[src/rtl/regfile_write_arbiter_if.sv]
// regfile_write_arbiter_if: write-back bus between the ALU/load producers, the arbiter and the register file
//   AluValid/AluReady/AluReg/AluData : ALU write-back request and its ready
//   MemValid/MemReady/MemReg/MemData : load write-back request and its ready
//   RegWrite/WriteRegister/WriteData : register-file write port driven by the arbiter
//   ReadRegister1/2, Pending1/2      : decode-stage hazard lookup and its answer
//   modport master: producer/decode side; modport slave: the arbiter
interface regfile_write_arbiter_if;
    logic        AluValid;
    logic        AluReady;
    logic [4:0]  AluReg;
    logic [31:0] AluData;
    logic        MemValid;
    logic        MemReady;
    logic [4:0]  MemReg;
    logic [31:0] MemData;
    logic        RegWrite;
    logic [4:0]  WriteRegister;
    logic [31:0] WriteData;
    logic [4:0]  ReadRegister1;
    logic [4:0]  ReadRegister2;
    logic        Pending1;
    logic        Pending2;

    modport master (
        output AluValid, AluReg, AluData, MemValid, MemReg, MemData, ReadRegister1, ReadRegister2,
        input  AluReady, MemReady, RegWrite, WriteRegister, WriteData, Pending1, Pending2
    );

    modport slave (
        input  AluValid, AluReg, AluData, MemValid, MemReg, MemData, ReadRegister1, ReadRegister2,
        output AluReady, MemReady, RegWrite, WriteRegister, WriteData, Pending1, Pending2
    );
endinterface

[src/rtl/regfile_write_arbiter.sv]
// regfile_write_arbiter: merges ALU and load write-backs into one register-file write port
//   Clk   : clock, rising edge
//   Rst_n : asynchronous active-low reset
//   bus   : regfile_write_arbiter_if.slave (requests, readies, write port, hazard lookup)
//   Each requester owns a 2-entry FIFO; one head is popped per edge, MEM first.
//   Define WB_STARVE_GUARD_EN to let ALU win after three MEM grants in a row.
module regfile_write_arbiter (
    input  logic Clk,
    input  logic Rst_n,
    regfile_write_arbiter_if.slave bus
);
    typedef logic [36:0] ent_t;

    // index 0 = ALU, 1 = MEM; slot 0 is the head
    ent_t       q   [2][2];
    logic [1:0] cnt [2];
    ent_t       din [2];
    logic [1:0] ne, push, pop;
    logic       rdy_en, alu_win, hit1, hit2;
    ent_t       head;

    assign din[0] = {bus.AluReg, bus.AluData};
    assign din[1] = {bus.MemReg, bus.MemData};
    // rdy_en keeps both readies low until the first edge after reset release
    assign bus.AluReady = rdy_en & (cnt[0] != 2'd2);
    assign bus.MemReady = rdy_en & (cnt[1] != 2'd2);
    assign push = {bus.MemValid & bus.MemReady, bus.AluValid & bus.AluReady};
    assign ne   = {cnt[1] != 2'd0, cnt[0] != 2'd0};

`ifdef WB_STARVE_GUARD_EN
    logic [1:0] starve;

    assign alu_win = ne[0] & (~ne[1] | (starve == 2'd3));

    always_ff @(posedge Clk or negedge Rst_n) begin
        if (!Rst_n)
            starve <= 2'd0;
        else if (!ne[0] || alu_win)
            starve <= 2'd0;
        else
            starve <= starve + 2'd1;
    end
`else
    assign alu_win = ne[0] & ~ne[1];
`endif

    assign pop  = {ne[1] & ~alu_win, alu_win};
    assign head = alu_win ? q[0][0] : q[1][0];

    always_ff @(posedge Clk or negedge Rst_n) begin
        if (!Rst_n) begin
            rdy_en            <= 1'b0;
            bus.RegWrite      <= 1'b0;
            bus.WriteRegister <= 5'd0;
            bus.WriteData     <= 32'd0;
            for (int f = 0; f < 2; f++) begin
                cnt[f]  <= 2'd0;
                q[f][0] <= '0;
                q[f][1] <= '0;
            end
        end else begin
            rdy_en       <= 1'b1;
            // a popped reg-0 entry is consumed without a write strobe
            bus.RegWrite <= (|pop) & (head[36:32] != 5'd0);
            if (|pop) begin
                bus.WriteRegister <= head[36:32];
                bus.WriteData     <= head[31:0];
            end
            for (int f = 0; f < 2; f++) begin
                cnt[f] <= cnt[f] + {1'b0, push[f]} - {1'b0, pop[f]};
                if (pop[f])
                    q[f][0] <= q[f][1];
                // the new entry lands behind whatever survives the pop
                if (push[f])
                    q[f][(cnt[f] == 2'd1) && !pop[f]] <= din[f];
            end
        end
    end

    always_comb begin
        hit1 = bus.RegWrite && (bus.WriteRegister == bus.ReadRegister1);
        hit2 = bus.RegWrite && (bus.WriteRegister == bus.ReadRegister2);
        for (int f = 0; f < 2; f++) begin
            hit1 = hit1 || (ne[f] && q[f][0][36:32] == bus.ReadRegister1)
                        || (cnt[f] == 2'd2 && q[f][1][36:32] == bus.ReadRegister1);
            hit2 = hit2 || (ne[f] && q[f][0][36:32] == bus.ReadRegister2)
                        || (cnt[f] == 2'd2 && q[f][1][36:32] == bus.ReadRegister2);
        end
        bus.Pending1 = hit1 && (bus.ReadRegister1 != 5'd0);
        bus.Pending2 = hit2 && (bus.ReadRegister2 != 5'd0);
    end
endmodule

[src/flat_wrapper.sv]
// flat-port wrapper written by rule: the top's interface ports become plain ports
module regfile_write_arbiter_flat 
  (Clk, Rst_n, bus_AluValid, bus_AluReg, bus_AluData, bus_MemValid, bus_MemReg, bus_MemData, bus_ReadRegister1, bus_ReadRegister2, bus_AluReady, bus_MemReady, bus_RegWrite, bus_WriteRegister, bus_WriteData, bus_Pending1, bus_Pending2);
  regfile_write_arbiter_if bus_i ();
  input  logic Clk;
  input  logic Rst_n;
  input wire logic [$bits(bus_i.AluValid)-1:0] bus_AluValid;
  input wire logic [$bits(bus_i.AluReg)-1:0] bus_AluReg;
  input wire logic [$bits(bus_i.AluData)-1:0] bus_AluData;
  input wire logic [$bits(bus_i.MemValid)-1:0] bus_MemValid;
  input wire logic [$bits(bus_i.MemReg)-1:0] bus_MemReg;
  input wire logic [$bits(bus_i.MemData)-1:0] bus_MemData;
  input wire logic [$bits(bus_i.ReadRegister1)-1:0] bus_ReadRegister1;
  input wire logic [$bits(bus_i.ReadRegister2)-1:0] bus_ReadRegister2;
  output wire logic [$bits(bus_i.AluReady)-1:0] bus_AluReady;
  output wire logic [$bits(bus_i.MemReady)-1:0] bus_MemReady;
  output wire logic [$bits(bus_i.RegWrite)-1:0] bus_RegWrite;
  output wire logic [$bits(bus_i.WriteRegister)-1:0] bus_WriteRegister;
  output wire logic [$bits(bus_i.WriteData)-1:0] bus_WriteData;
  output wire logic [$bits(bus_i.Pending1)-1:0] bus_Pending1;
  output wire logic [$bits(bus_i.Pending2)-1:0] bus_Pending2;
  assign bus_i.AluValid = bus_AluValid;
  assign bus_i.AluReg = bus_AluReg;
  assign bus_i.AluData = bus_AluData;
  assign bus_i.MemValid = bus_MemValid;
  assign bus_i.MemReg = bus_MemReg;
  assign bus_i.MemData = bus_MemData;
  assign bus_i.ReadRegister1 = bus_ReadRegister1;
  assign bus_i.ReadRegister2 = bus_ReadRegister2;
  assign bus_AluReady = bus_i.AluReady;
  assign bus_MemReady = bus_i.MemReady;
  assign bus_RegWrite = bus_i.RegWrite;
  assign bus_WriteRegister = bus_i.WriteRegister;
  assign bus_WriteData = bus_i.WriteData;
  assign bus_Pending1 = bus_i.Pending1;
  assign bus_Pending2 = bus_i.Pending2;
  regfile_write_arbiter u_core (.Clk(Clk), .Rst_n(Rst_n), .bus(bus_i));
endmodule
[config.mk]
export PLATFORM = sky130hd
export DESIGN_NAME = regfile_write_arbiter_flat
export DESIGN_NICKNAME = d
export VERILOG_FILES = /design/src/rtl/regfile_write_arbiter_if.sv /design/src/rtl/regfile_write_arbiter.sv /design/src/flat_wrapper.sv
export SDC_FILE = /design/constraint.sdc
export NUM_CORES = 1
export LEC_CHECK = 0
export BUFFER_PORTS_ARGS = -buffer_cell sky130_fd_sc_hd__buf_2
export CORE_AREA = 2 2 178 180
export CTS_CLUSTER_SIZE = 24
export DETAILED_ROUTE_END_ITERATION = 16
export DIE_AREA = 0 0 180 182
export PLACE_DENSITY = 0.51
export RECOVER_POWER = 50
export SYNTH_ARGS = -nofsm -noshare
export SYNTH_HDL_FRONTEND = slang
export SYNTH_SLANG_ARGS = --single-unit
export TNS_END_PERCENT = 10
[constraint.sdc]
create_clock -name Clk -period 1.9 [get_ports Clk]
set_input_delay 0.38 -clock Clk [delete_from_list [all_inputs] [get_ports Clk]]
set_output_delay 0.38 -clock Clk [all_outputs]
set_load 0.01 [all_outputs]
After elaboration in Yosys (flattened, before gate mapping) --
Cells that the tools add are included.
Word-level totals: register bits 191, input bits 88, output and inout port bits 42, logic and storage cells 88
Operators by class: add/subtract/negate cells 4, $lt $le $gt $ge 4, eq/ne operators 16, muxes and demuxes 11, bitwise operators 11, reduce and logical (&&, ||, !) cells 32
Operators by type and width (count):
- two-way mux 37 bit | 5
- bitwise mux 74 bit | 2
- two-way mux 74 bit | 2
- demux 37 bit (select 1 bit) | 2
- == test 5 bit | 10
- logical AND 1 bit | 16
- nonzero test 5 bit | 3
- logical OR 1 bit | 8
- bitwise AND 1 bit | 7
- adder 2 x 1 -> 2 bit | 2
- == test 2 x 1 -> 1 bit (second input constant) | 2
- == test 2 bit (second input constant) | 2
- greater-or-equal comparator 2 bit (second input constant) | 2
- < comparator 2 x 1 -> 1 bit (second input constant) | 2
- != test 2 bit (second input constant) | 2
- inverter 1 -> 2 bit | 2
- nonzero test 2 bit | 2
- subtractor 2 x 1 -> 2 bit | 2
- zero test 1 bit | 2
- inverter 1 bit | 2
- OR reduction 2 bit | 1

Longest topological paths before layout --
depth after elaboration 14, mapped depth 9, mapped depth without buffers 7

Worst setup path after synthesis --
No wires, ideal clock.
path type input -> output, start input bus_ReadRegister2[2], end output bus_Pending2, arrival 1.477 ns, required time 1.520 ns, slack 0.043 ns, cell stages on the path 5, path buffers 1, path through clkbuf_1 a221o_1 nor4_1 a211oi_1 a21oi_1
Between the ends: word-level cells in the longest chain between the ends 7, elaborated cells on any way between the ends 16, classes of those cells eq/ne (5); reduce/logical (11)
Ends and longest elaborated chain:
- start, declared | line flat_wrapper.sv:14 | input wire logic [$bits(bus_i.ReadRegister2)-1:0] bus_ReadRegister2;
- == test 5 bit (on tied branches) | line regfile_write_arbiter.sv:82, regfile_write_arbiter.sv:86
- logical AND 1 bit (on tied branches) | line regfile_write_arbiter.sv:82, regfile_write_arbiter.sv:86
- logical OR 1 bit | line regfile_write_arbiter.sv:86 | hit2 = hit2 || (ne[f] && q[f][0][36:32] == bus.ReadRegister2)
- logical OR 1 bit | line regfile_write_arbiter.sv:87 | || (cnt[f] == 2'd2 && q[f][1][36:32] == bus.ReadRegister2);
- logical OR 1 bit | line regfile_write_arbiter.sv:86
- logical OR 1 bit | line regfile_write_arbiter.sv:87
- logical AND 1 bit * | line regfile_write_arbiter.sv:90 | bus.Pending2 = hit2 && (bus.ReadRegister2 != 5'd0);
- end, declared | line flat_wrapper.sv:21 | output wire logic [$bits(bus_i.Pending2)-1:0] bus_Pending2;
Mark *: on every way between the ends. The rest lies on a longest branch, timed or not.

Worst setup path in the final report --
start register u_core.q[70] (netlist bit), end output bus_Pending2
Between the ends: word-level cells in the longest chain between the ends 5
Ends and longest elaborated chain:
- start, declared | line regfile_write_arbiter.sv:15 | ent_t q [2][2];
- start signal, assigned by index | line regfile_write_arbiter.sv:72 | q[f][0] <= q[f][1];
- start signal, assigned by index | line regfile_write_arbiter.sv:75 | q[f][(cnt[f] == 2'd1) && !pop[f]] <= din[f];
- == test 5 bit | line regfile_write_arbiter.sv:86
- logical AND 1 bit | line regfile_write_arbiter.sv:86
- logical OR 1 bit | line regfile_write_arbiter.sv:86
- logical OR 1 bit | line regfile_write_arbiter.sv:87
- logical AND 1 bit | line regfile_write_arbiter.sv:90
No other way between the ends.

==> run summary <==
Effective utilization at floorplan -> 27.41%
Reg power frac -> 43.8%
Hold/Removal Path Class -> input pin to register
Worst setup path class -> register to output port
Compound-cell area share of the yosys netlist -> 7.425%
Failing checks -> setup timing
Number of antenna violations at the first check in global routing -> 7
Remaining max-slew budget at the tightest pin -> 12.79%
Fraction of registers with async set/reset -> 100.0%
Die Y -> 182 um
Worst slew pin tran -> 1308 ps
Adder and majority gate portion of the synthesized area -> 0.2946%
Simple-Gate Fraction of Synth Area -> 7.823%
Crit path max fanout -> 3
Data required, critical path -> 1520 ps
Part of the total power dissipated in the clock network -> 25.1%
Largest voltage drop on the vdd net -> 0.0005754 V
Start point of the worst min-delay path -> bus_MemData[9]
CTS buffer count -> 17
NetSw -> 0.004755 W
Result of the run -> finished, violations left
Cell count after synthesis -> 758
Share of the yosys chip area belonging to registers -> 56.28%
Proportion of synthesized area in mux cells -> 17.99%
Reg2reg path depth -> 9
Number of port buffers -> 129
Post-synth EDFFs -> 0
Synthesized area per cell -> 11.20 um^2
First DRT Iteration DRCs -> 179
Clock-pin slew of the registers on the worst-case setup and hold paths -> 80 ps
Fraction of layout instances using a drive strength above 1 -> 30.10%
Internal -> 0.009566 W
P per Cell Area -> 1387 mW/mm^2
Portion of the clock cycle consumed by the worst path in the final layout -> 112.3%
Die X -> 180 um
CP startpoint kind -> register
Tot GR Track Use -> 12.93%
Clock skew -> 16.53 ps
Average wire per cell in the routed design -> 16.30 um
Endpoint arrival time on the critical path -> 1750 ps
Routed Wire Length -> 20,710 um
First-pass GRT wire length -> 33,200 um
Total of flip-flops plus latches after synthesis -> 191
Unique masters post-synth -> 38
Terminating pin of the worst hold path -> u_core.q[46]$_DFF_PN0_
Clock insertion delay at the later pin of the skew report -> 430 ps
Final estimated routing congestion in global placement -> 0.8415
Worst-case hold slack -> 142.8 ps
Number of filler cells placed in the layout -> 3,174
Setup repair after global routing missed its margin -> true
Number of hold violations in the final report -> 0
Slack of the worst reg-to-reg path -> 100 ps
Count of maximum capacitance violations -> 0
Grt total ovfl -> 0
Total area of multi-input combinational cells -> 0.003356 mm^2
Largest net degree at the start of global routing -> 51
Area taken by flip-flops and latches -> 0.004796 mm^2
Min cycle time layout -> 2133 ps
CTS tree -> done
CTS sink cnt -> 191
Buffer depth of the longest clock path -> 2
Clock Root Buffer -> sky130_fd_sc_hd__clkbuf_16
Max frequency -> 468.8 MHz
Sw frac -> 33.20%
Worst Setup End Kind -> output port
Routed via count divided by cell count -> 4.450
Predominant post-synthesis flop cell -> sky130_fd_sc_hd__dfrtp_1
Detailed Routing Iterations Pass 1 -> 4
Via count of the first global-routing pass -> 5,890
Setup TNS -> -453.3 ps
Floorplan core area -> 0.03099 mm^2
Main combinational cell family by area after synthesis -> multiplexers
Cell Rows -> 65
H-tree depth reported by CTS -> 4
Antenna-violating nets left -> 0
Xor/xnor cell area share of the yosys netlist -> 4.950%
Vias post-DR -> 5,651
Number of nets in the synthesized netlist -> 848
Static Leakage -> 4.849 nW
Count of nets after finishing -> 944
I/O Pins -> 130
Layout Area Growth over Synthesis -> 21.55%
Count of synthesis-stage warnings from yosys -> 0
Count of final setup violators -> 2
Hold Path Stages -> 3
Logic gate share of total power -> 31.2%
Post-Synthesis Cell Area -> 0.008493 mm^2
Worst setup margin -> -233.0 ps
Full die area -> 0.03276 mm^2
Final HPWL from detailed placement -> 14,290 um
Max-slew violations -> 0
DRC violations left -> 0
R2R Path Start -> u_core.cnt[3]$_DFF_PN0_
Destination of the worst register-to-register timing path -> u_core.cnt[3]$_DFF_PN0_
==> cells in the mapped netlist (all sizes together) (2+ instances only) <==
cell type | count | area (um^2)
and2 | 3 | 21.27
ha | 2 | 25.02
inv | 7 | 26.27
xor2 | 19 | 166.4
xnor2 | 29 | 254.0
o21ai | 37 | 185.2
mux2 | 37 | 416.7
buf | 34 | 216.5
nor3 | 8 | 40.04
nor4 | 5 | 31.28
nor2 | 82 | 326.6
or4 | 2 | 15.01
mux2i | 111 | 1111
a21oi | 77 | 385.4
nand2b | 2 | 12.51
a31oi | 3 | 18.77
nand4 | 6 | 37.54
nand2 | 41 | 156.4
clkbuf | 53 | 198.9
dfrtp | 191 | 4780
==> cells in the final DEF, fill, tap and decap left out, types with 3 or more instances in the layout <==
cell type / instances
sky130_fd_sc_hd__dfrtp_1: 178
sky130_fd_sc_hd__buf_2: 129
sky130_fd_sc_hd__mux2i_1: 111
sky130_fd_sc_hd__nor2_1: 78
sky130_fd_sc_hd__a21oi_1: 77
sky130_fd_sc_hd__nand2_1: 39
sky130_fd_sc_hd__o21ai_0: 37
sky130_fd_sc_hd__mux2_2: 33
sky130_fd_sc_hd__xnor2_1: 26
sky130_fd_sc_hd__xor2_1: 19
sky130_fd_sc_hd__clkbuf_16: 17
sky130_fd_sc_hd__buf_4: 17
sky130_fd_sc_hd__dfrtp_2: 13
sky130_fd_sc_hd__buf_12: 11
sky130_fd_sc_hd__nand4_1: 6
sky130_fd_sc_hd__inv_1: 5
sky130_fd_sc_hd__nor4_1: 5
sky130_fd_sc_hd__nor3_1: 4
sky130_fd_sc_hd__nor3_2: 4
sky130_fd_sc_hd__mux2_1: 4
sky130_fd_sc_hd__clkinv_4: 4
sky130_fd_sc_hd__nor2_4: 3
sky130_fd_sc_hd__a31oi_1: 3
sky130_fd_sc_hd__xnor2_2: 3
sky130_fd_sc_hd__inv_6: 3
sky130_fd_sc_hd__inv_8: 3
sky130_fd_sc_hd__clkbuf_4: 3
==> routing by layer <==
metal  global-route usage, %  vias to the layer above  routed length, um
met5                       0                        -                 37
met4                   3.220                        6                187
met3                   3.510                       18               1015
met2                   21.53                      115               9973
met1                   16.69                     2774               9491
li1                        -                     2738                  -
==> cell families (layout without fill, tap and decap cells) <==
group	count (synthesis)	after routing
AO/OA/AOI/OAI	122	122
XOR/XNOR	48	48
adder cells (fa/ha/maj)	2	2
buffers and inverters	94	203
flip-flops	191	191
multiplexers	148	148
other	1	2
AND/OR/NAND/NOR	152	152
==> power by group through the flow <==
stage	Sequential, W	Clock, W	Combinational, W
floorplan	0.00625	0	0.00287
finish	0.00627	0.00359	0.00446
CTS	0.00628	0.00373	0.00453
global route	0.00644	0.00389	0.00495
global placement	0.00631	0	0.00440
detailed placement	0.00634	0	0.00447
==> area by class of cell <==
class                      count  area share [%]
multi-input combinational    473           32.51
clock buffer                  18           4.254
antenna                        1         0.02424
timing repair buffer         164           10.17
inverter                       7          0.2545
sequential                   191           46.45
tap                          402           4.872
clock inverter                14           1.466
==> worst max-delay path: stages (launching register included) <==
cell	delay, ps
sky130_fd_sc_hd__dfrtp_2	430
sky130_fd_sc_hd__xor2_1	160
sky130_fd_sc_hd__nor4_1	340
sky130_fd_sc_hd__a211oi_1	130
sky130_fd_sc_hd__a21oi_1	130
sky130_fd_sc_hd__buf_2	140
==> worst max-delay path by stage <==
stage / from / slack, ps / depth (start not counted) / end
2_1_floorplan: bus_ReadRegister2[2] / 40 / 5 / bus_Pending2
3_3_place_gp: bus_ReadRegister2[2] / 30 / 6 / bus_Pending2
3_5_place_dp: bus_ReadRegister1[1] / 30 / 7 / bus_Pending1
4_1_cts: register / -260 / 6 / bus_Pending2
5_1_grt: u_core.q[143]$_DFF_PN0_ / -350 / 6 / bus_Pending1
6_report: u_core.q[70]$_DFF_PN0_ / -230 / 5 / bus_Pending2
==> per-stage QoR <==
| stage | util [%] | total power, W | std cells | cell area (um^2) | worst slack [ps] |
|---|---|---|---|---|---|
| 4_1_cts | 33.22 | 0.01453 | 1269 | 10290 | -259.1 |
| 3_5_place_dp | 31.08 | 0.01081 | 1233 | 9632 | 29.13 |
| 6_report | 33.32 | 0.01432 | 1270 | 10320 | -233.0 |
| 5_1_grt | 33.31 | 0.01527 | 1269 | 10320 | -354.3 |
| 2_1_floorplan | - | 0.009114 | 758 | 8493 | 42.61 |
| 3_3_place_gp | 31.08 | 0.01070 | 1233 | 9632 | 31.40 |
==> timing repair <==
item                       CTS  global route
pin swaps                   10             2
setup buffers                3             0
hold buffers                 1             0
resized for setup           16            11
setup endpoints to repair    2            19
hold endpoints to repair    41             0
No activity file was read; power rests on OpenSTA's default activity.
